--- config.mk ---
export PLATFORM = sky130hd
export DESIGN_NAME = slot_game_controller
export DESIGN_NICKNAME = d
export VERILOG_FILES = /design/src/rtl/slot_game_controller.sv
export SDC_FILE = /design/constraint.sdc
export NUM_CORES = 1
export LEC_CHECK = 0
export CAP_MARGIN = 20
export CELL_PAD_IN_SITES_DETAIL_PLACEMENT = 1
export CELL_PAD_IN_SITES_GLOBAL_PLACEMENT = 2
export CORE_ASPECT_RATIO = 0.6
export CORE_UTILIZATION = 34
export DETAILED_ROUTE_END_ITERATION = 10
export PLACE_DENSITY = 0.95
export SETUP_SLACK_MARGIN = 0.02
export SLEW_MARGIN = 5
export SYNTH_ARGS = -nofsm -noshare
export SYNTH_HDL_FRONTEND = slang
export SYNTH_SLANG_ARGS = --single-unit
--- constraint.sdc ---
create_clock -name clk -period 5.9 [get_ports clk]
set_input_delay 1.18 -clock clk [delete_from_list [all_inputs] [get_ports clk]]
set_output_delay 1.18 -clock clk [all_outputs]
set_load 0.01 [all_outputs]
--- src/rtl/slot_game_controller.sv ---
// Game controller for a three-reel slot: takes a 1-credit bet, pulses the RNG, captures reels,
// classifies the result and pays winnings one credit per cycle with a coin pulse per credit.
module slot_game_controller #(
  parameter logic [7:0] INIT_CREDITS = 8'd10,
  parameter logic [7:0] JACKPOT_PAY  = 8'd50,
  parameter logic [7:0] TRIPLE_PAY   = 8'd10,
  parameter logic [7:0] PAIR_PAY     = 8'd2
) (
  input  logic       clk,
  input  logic       reset,
  input  logic       start_btn,
  input  logic [2:0] rng1,
  input  logic [2:0] rng2,
  input  logic [2:0] rng3,
  output logic       spin_out,
  output logic [2:0] reel1,
  output logic [2:0] reel2,
  output logic [2:0] reel3,
  output logic [1:0] win_class,
  output logic [7:0] last_payout,
  output logic       coin_pulse,
  output logic [7:0] credits,
  output logic       busy
);

  typedef enum logic [1:0] {IDLE, SPIN, CAPTURE, PAYOUT} state_t;

  state_t     r_state;
  state_t     w_next_state;
  logic [7:0] r_credits;
  logic [7:0] r_pay_cnt;
  logic [2:0] r_reel1, r_reel2, r_reel3;
  logic [1:0] r_win_class;
  logic [7:0] r_last_payout;
  logic       w_start_ok;
  logic       w_all_eq;
  logic       w_any_pair;
  logic [1:0] w_class;
  logic [7:0] w_payout;

  assign w_start_ok = start_btn && (r_credits != 8'd0);
  assign w_all_eq   = (rng1 == rng2) && (rng2 == rng3);
  assign w_any_pair = (rng1 == rng2) || (rng2 == rng3) || (rng1 == rng3);

  // Classify the live RNG outputs; only consumed on the CAPTURE edge.
  always_comb begin
    w_class  = 2'd0;
    w_payout = 8'd0;
    if (w_all_eq && (rng1 == 3'd7)) begin
      w_class  = 2'd3;
      w_payout = JACKPOT_PAY;
    end else if (w_all_eq) begin
      w_class  = 2'd2;
      w_payout = TRIPLE_PAY;
    end else if (w_any_pair) begin
      w_class  = 2'd1;
      w_payout = PAIR_PAY;
    end else begin
      w_class  = 2'd0;
      w_payout = 8'd0;
    end
  end

  // State register.
  always_ff @(posedge clk or posedge reset) begin
    if (reset) begin
      r_state <= IDLE;
    end else begin
      r_state <= w_next_state;
    end
  end

  // Next-state logic.
  always_comb begin
    w_next_state = r_state;
    case (r_state)
      IDLE:    if (w_start_ok) w_next_state = SPIN; else w_next_state = IDLE;
      SPIN:    w_next_state = CAPTURE;
      CAPTURE: if (w_payout != 8'd0) w_next_state = PAYOUT; else w_next_state = IDLE;
      PAYOUT:  if (r_pay_cnt == 8'd1) w_next_state = IDLE; else w_next_state = PAYOUT;
      default: w_next_state = IDLE;
    endcase
  end

  // Credits, captured reels, result and remaining-payout counter.
  always_ff @(posedge clk or posedge reset) begin
    if (reset) begin
      r_credits     <= INIT_CREDITS;
      r_pay_cnt     <= 8'd0;
      r_reel1       <= 3'd0;
      r_reel2       <= 3'd0;
      r_reel3       <= 3'd0;
      r_win_class   <= 2'd0;
      r_last_payout <= 8'd0;
    end else begin
      case (r_state)
        IDLE: begin
          if (w_start_ok) r_credits <= r_credits - 8'd1;
        end
        CAPTURE: begin
          r_reel1       <= rng1;
          r_reel2       <= rng2;
          r_reel3       <= rng3;
          r_win_class   <= w_class;
          r_last_payout <= w_payout;
          r_pay_cnt     <= w_payout;
        end
        PAYOUT: begin
          if (r_credits != 8'hFF) r_credits <= r_credits + 8'd1;
          r_pay_cnt <= r_pay_cnt - 8'd1;
        end
        default: begin
        end
      endcase
    end
  end

  assign spin_out    = (r_state == SPIN);
  assign coin_pulse  = (r_state == PAYOUT);
  assign busy        = (r_state != IDLE);
  assign credits     = r_credits;
  assign reel1       = r_reel1;
  assign reel2       = r_reel2;
  assign reel3       = r_reel3;
  assign win_class   = r_win_class;
  assign last_payout = r_last_payout;

endmodule

==> qor.yml, run 1 <==
outcome: "finished with violations"
violations: "DRC"
grt_use_total: 0.177
final_nets: 242
synthTopCellsByCount: "30 x dfrtp_1, 13 x ha_1, 12 x nand2_1"
ant_nets: 0
die_area_um2: 5870
cts_resized: 0
fin_crit_ns: 3.10
critPathLaunch: "r_state[1]$_DFF_PP0_"
power_leakage_nw: 1.06
reg2reg_from: "r_state[1]$_DFF_PP0_"
root_buffer: "clkbuf_8"
ctsHoldBuffers: 0
die_w_um: 98.2
cts_tree: "built"
ios: 42
yosys_register_bits: 32
vias: 1466
drive_gt1_frac: 0.138
tightest_slew_ns: 0.697
fin_skew_ns: 0.00585
final_hold_viol_count: 0
vias_per_cell: 5.18
final_core_util: 0.468
clock.fmax_ghz: 0.322
clk-insertion-delay-late_ns: 0.29
cts.sinks: 32
globalplace.congestion: 0.752
tns_ns: 0
synth_warnings: 0
end_kind: "register"
setup_viol: 0
hold_path.class: "register to register"
synthDistinctLibCells: 42
htree_levels: 2
syn_avg_cell_area_um2: 10.7
initial_core_util: 0.363
max_slew_margin: 0.536
period_share: 0.526
cts.path.max_buffers: 2
start_kind: "register"
finalWirelength_um: 4710
syn-cell-area_um2: 1890
grt_overflow: 0
rsz0062_at_grt: "no"
fin_area_um2: 2440
drv_slew: 0
synthFlopType: "dfrtp_1"
coreArea_um2: 5200
netlist_instances: 176
grt_pass1_wl_um: 7670
antenna_cells: 0
synth_most_common_cell: "dfrtp_1"
irDropWorstVdd_uv: 189
antenna_found_initial: 0
hpwl_um: 3660
fillers: 576
grt_start_max_net_pins: 33
numCtsBuffers: 5
yosys.area.top_type: "dfrtp_1"
place_area_um2: 2310
min_from: "r_pay_cnt[7]$_DFFE_PP0P_"
power_density_nw_per_um2: 639
num_rows: 20
crit_type: "register to register"
wl_per_cell_um: 16.7
worstPathArrival_ns: 3.27
area_growth_syn_to_layout_pct: 29.0
port_buffers: 37
critPathMaxFanout: 14
drcViolationCount: 2
ys_seq_area_frac: 0.425
drt_first_pass_iters: 7
synthArstFlopShare: 1.00
grt_pass1_vias: 1424
synth-edff-count: 0
die_y_um: 59.7
first_iter_violations: 51
cp.required_ns: 6.07
post-cts-setup-buffers: 0
ys_top_cells_by_area: "dfrtp_1 40%, ha_1 8.6%, mux2_2 6.6%"
yosys.area.top_type_share: 0.397
maxCapViolations: 0
clk_pin_slew_ns: 0.07
==> layer usage <==
layer	global-route usage	routed length [µm]
met1	0.252	2460
met4	0.0704	68
met2	0.264	2010
met3	0.0386	174
met5	0	0
==> final cells by class <==
type	instances	area (µm²)	share of cell area
inverters	10	37.5	0.0154
repair buffers	38	378	0.155
clock buffers	7	96.3	0.0395
flip-flops and latches	32	803	0.330
well taps	66	82.6	0.0339
multi-input cells	129	1010	0.414
clock inverters	1	30.0	0.0123
==> worst paths after layout <==
path                                              end  slack [ns]  depth (start not counted)
hold reg to reg              r_pay_cnt[7]$_DFFE_PP0P_        0.50                          1
setup reg to reg               credits[6]$_DFFE_PP0P_        2.80                          8
setup / recovery               credits[6]$_DFFE_PP0P_        2.80                          8
hold / removal               r_pay_cnt[7]$_DFFE_PP0P_        0.50                          1
max in group asynchronous      credits[1]$_DFFE_PP1P_        4.30                          3
min in group asynchronous  last_payout[4]$_DFFE_PP0P_        1.27                          3
==> per-stage QoR <==
step,power (mW),hold WS [ns],std cells,setup WS (ns)
floorplan,1.01,0.454,179,3.36
global placement,1.29,0.466,275,2.88
detailed placement,1.33,0.488,275,2.81
CTS,1.57,0.498,283,2.82
global route,1.67,0.519,283,2.55
finish,1.56,0.502,283,2.80
==> cell usage in the layout, fill, tap and decap left out, types with 2 or more instances in the layout <==
| cell | Yosys | routed |
|---|---|---|
| clkdlybuf4s50_1 | 0 | 37 |
| dfrtp_1 | 30 | 30 |
| ha_1 | 13 | 13 |
| nand2_1 | 12 | 12 |
| xor2_1 | 11 | 11 |
| mux2_2 | 11 | 11 |
| inv_1 | 9 | 9 |
| o21ai_0 | 9 | 9 |
| a21oi_1 | 8 | 8 |
| nor2_1 | 8 | 8 |
| clkbuf_8 | 0 | 7 |
| nor3_1 | 6 | 6 |
| xnor2_1 | 6 | 6 |
| o211ai_1 | 5 | 5 |
| mux2_4 | 5 | 5 |
| nand3_1 | 4 | 4 |
| conb_1 | 1 | 4 |
| o31ai_1 | 2 | 2 |
| mux2i_1 | 2 | 2 |
| a21o_1 | 2 | 2 |
| or4_1 | 2 | 2 |
| a211oi_1 | 2 | 2 |
| dfstp_2 | 2 | 2 |
==> flip-flops by register name, summed over array words and instances, names as in the netlist <==
name         count
r_state          2
credits          8
reel1            3
reel3            3
r_pay_cnt        8
win_class        2
last_payout      3
reel2            3
==> critical path, cell delays in order (launching register included) <==
cell and delay [ns]:
dfrtp_1 0.43, ha_1 0.49, clkinv_1 0.53, fa_1 0.62
a21oi_1 0.21, o211ai_1 0.13, a21oi_1 0.18, xnor2_1 0.12
mux2_4 0.27
==> cells by family (layout without fill, tap and decap cells) <==
logic type	Yosys count	in the layout	share of synthesized area
fa+ha+maj	14	14	0.0967
mux	18	18	0.116
flops	32	32	0.425
compound gates	38	38	0.140
simple gates	38	38	0.0947
xor+xnor	17	17	0.0788
other cells	1	4	0.00198
buf+inv	18	56	0.0464
==> power by group <==
group | internal (mW) | leakage [nW] | switching (mW)
sequential | 0.329 | 0.393 | 0.106
clock | 0.149 | 0.0645 | 0.0845
combinational | 0.465 | 0.599 | 0.426
Note: power is estimated with default switching activity, not from simulation.
==> run 2: changes to the inputs <==
--- a/config.mk
+++ b/config.mk
@@ -9,9 +9,9 @@
 export CELL_PAD_IN_SITES_DETAIL_PLACEMENT = 1
 export CELL_PAD_IN_SITES_GLOBAL_PLACEMENT = 2
 export CORE_ASPECT_RATIO = 0.6
-export CORE_UTILIZATION = 34
+export CORE_UTILIZATION = 32
 export DETAILED_ROUTE_END_ITERATION = 10
-export PLACE_DENSITY = 0.95
+export PLACE_DENSITY = 0.91
 export SETUP_SLACK_MARGIN = 0.02
 export SLEW_MARGIN = 5
 export SYNTH_ARGS = -nofsm -noshare
==> constraint.sdc (replaced) <==
create_clock -name clk -period 3.2 [get_ports clk]
set_input_delay 0.64 -clock clk [delete_from_list [all_inputs] [get_ports clk]]
set_output_delay 0.64 -clock clk [all_outputs]
set_load 0.01 [all_outputs]
==> run 2 against run 1 <==
Combinational power rose by 82%. The flow now finishes without violations. Critical path type unchanged. Hold slack got worse by 0.014 ns. Setup slack got worse by 2.3 ns. Routed wire length fell by 6.0%. Global-route usage fell by 1.7 points. Core utilization fell by 3.4 points. Clock skew fell by 0.0028 ns. Critical endpoint is now credits[7]$_DFFE_PP0P_. Via count fell by 3.9%. Sequential share of layout area fell by 0.084 points.
==> qor.yml, run 2 (synthesized netlist as in run 1, its figures left out) <==
outcome: "complete, no violations"
p_sw_frac: 0.392
num_rows: 21
grt_pass1_vias: 1475
wl_per_cell_um: 14.9
worstPathArrival_ns: 2.85
die_y_um: 61.5
hpwl_um: 3410
power_density_nw_per_um2: 1140
maxCapViolations: 0
root_buffer: "clkbuf_8"
switching_power_mw: 1.09
initial_core_util: 0.336
clock.fmax_ghz: 0.372
grtUsageMet1: 0.236
final_common_cell: "clkdlybuf4s50_1"
whs_endpoint: "win_class[1]$_DFFE_PP0P_"
crit_buf_inv: 1
holdWs_ns: 0.488
worstHoldPathCells: 2
setup_viol: 0
max_slew_margin: 0.529
globalplace.congestion: 0.776
tns_ns: 0
pwr-share-seq: 0.283
use_met2: 0.235
max_stage_delay_ns: 0.46
fin_skew_ns: 0.00301
grt_overflow: 0
finalWirelength_um: 4430
cts.path.max_buffers: 2
ctsHoldBuffers: 0
antenna_cells: 0
combPwrFrac: 0.581
hold_path.class: "register to register"
cts_tree: "built"
irDropWorstVdd_uv: 307
ant_nets: 0
final_nets: 243
port_buffers: 37
ff2ff_setup_slack_ns: 0.51
die_w_um: 101
grt-busiest-layer: "met1"
fillers: 650
cts_resized: 0
drt_first_pass_iters: 4
drv_slew: 0
path_cells: "ha_1 > clkinv_1 > ha_1 > a211oi_1 > o21ai_0 > a211oi_1 > o21ai_0 > xnor2_1"
min_from: "win_class[1]$_DFFE_PP0P_"
post-cts-setup-buffers: 0
coreArea_um2: 5620
start_kind: "register"
final_hold_viol_count: 0
reg2reg_from: "r_state[0]$_DFF_PP0_"
cp.required_ns: 3.36
clkPwrFrac: 0.137
drive_gt1_frac: 0.138
numCtsBuffers: 5
period_share: 0.841
htree_levels: 2
critPathMaxFanout: 14
power_leakage_nw: 1.05
end_kind: "register"
met3_usage: 0.0318
cts.sinks: 32
cp_slowest_cell: "ha_1"
die_area_um2: 6230
first_iter_violations: 38
antenna_found_initial: 0
grt_start_max_net_pins: 33
r2r-end: "credits[7]$_DFFE_PP0P_"
clk_pin_slew_ns: 0.07
area_growth_syn_to_layout_pct: 29.3
fin_crit_ns: 2.69
rsz0062_at_grt: "no"
ios: 42
internal-power_mw: 1.70
crit_type: "register to register"
grt_pass1_wl_um: 7400
clk-insertion-delay-late_ns: 0.28
drcViolationCount: 0
vias: 1409
vias_per_cell: 4.73
r2r_cells: 8
final_cell_mix: "37 x clkdlybuf4s50_1, 30 x dfrtp_1, 13 x ha_1, 12 x nand2_1"
path_delay_family: "compound AO/OA/AOI/OAI gates"
grt_use_total: 0.161
tightest_slew_ns: 0.706
==> run 2: power groups by stage <==
stage / Combinational [mW] / Clock [mW] / Sequential, mW
global placement: 1.58 / 0 / 0.789
floorplan: 1.05 / 0 / 0.806
global route: 1.81 / 0.412 / 0.819
CTS: 1.64 / 0.390 / 0.791
detailed placement: 1.63 / 0 / 0.797
finish: 1.62 / 0.381 / 0.788
==> run 2: tightest hold or removal path, cell delays in order, from the launching register on <==
cell	delay (ns)
dfrtp_1	0.35
nand2_1	0.05
o21ai_0	0.06
==> run 2: worst max-delay path by stage <==
stage                                   endpoint                 start  cells after the start  slack, ns
after floorplan           credits[7]$_DFFE_PP0P_  r_state[1]$_DFF_PP0_                      9       0.66
after global placement    credits[6]$_DFFE_PP0P_  r_state[1]$_DFF_PP0_                      8       0.68
after detailed placement  credits[7]$_DFFE_PP0P_  r_state[1]$_DFF_PP0_                      8       0.51
after CTS                 credits[7]$_DFFE_PP0P_  r_state[0]$_DFF_PP0_                      8       0.50
after global routing      credits[7]$_DFFE_PP0P_  r_state[0]$_DFF_PP0_                      8       0.21
final                     credits[7]$_DFFE_PP0P_  r_state[0]$_DFF_PP0_                      8       0.51
==> run 2: metal layers <==
layer | part of all wire | up-vias
li1 | - | 691
met1 | 0.55 | 692
met2 | 0.41 | 24
met3 | 0.027 | 2
met4 | 0.0056 | 0
met5 | 0 | -
==> run 2: through the flow <==
stage                     std cells  utilization  worst slack [ns]  area, µm²  total power, mW
after floorplan                 179            -             0.658       1900             1.85
after global placement          290        0.415             0.676       2340             2.37
after detailed placement        290        0.415             0.513       2340             2.43
after CTS                       298        0.435             0.497       2440             2.82
after global routing            298        0.435             0.207       2440             3.04
final                           298        0.435             0.509       2440             2.79
==> run 2: layout make-up <==
type                    instances  area [µm²]  area share
clock inverters                 2        35.0      0.0143
repair buffers                 39         385       0.158
well taps                      80         100      0.0410
clock buffers                   6        72.6      0.0297
flip-flops and latches         32         803       0.329
multi-input cells             129        1010       0.413
inverters                      10        37.5      0.0154
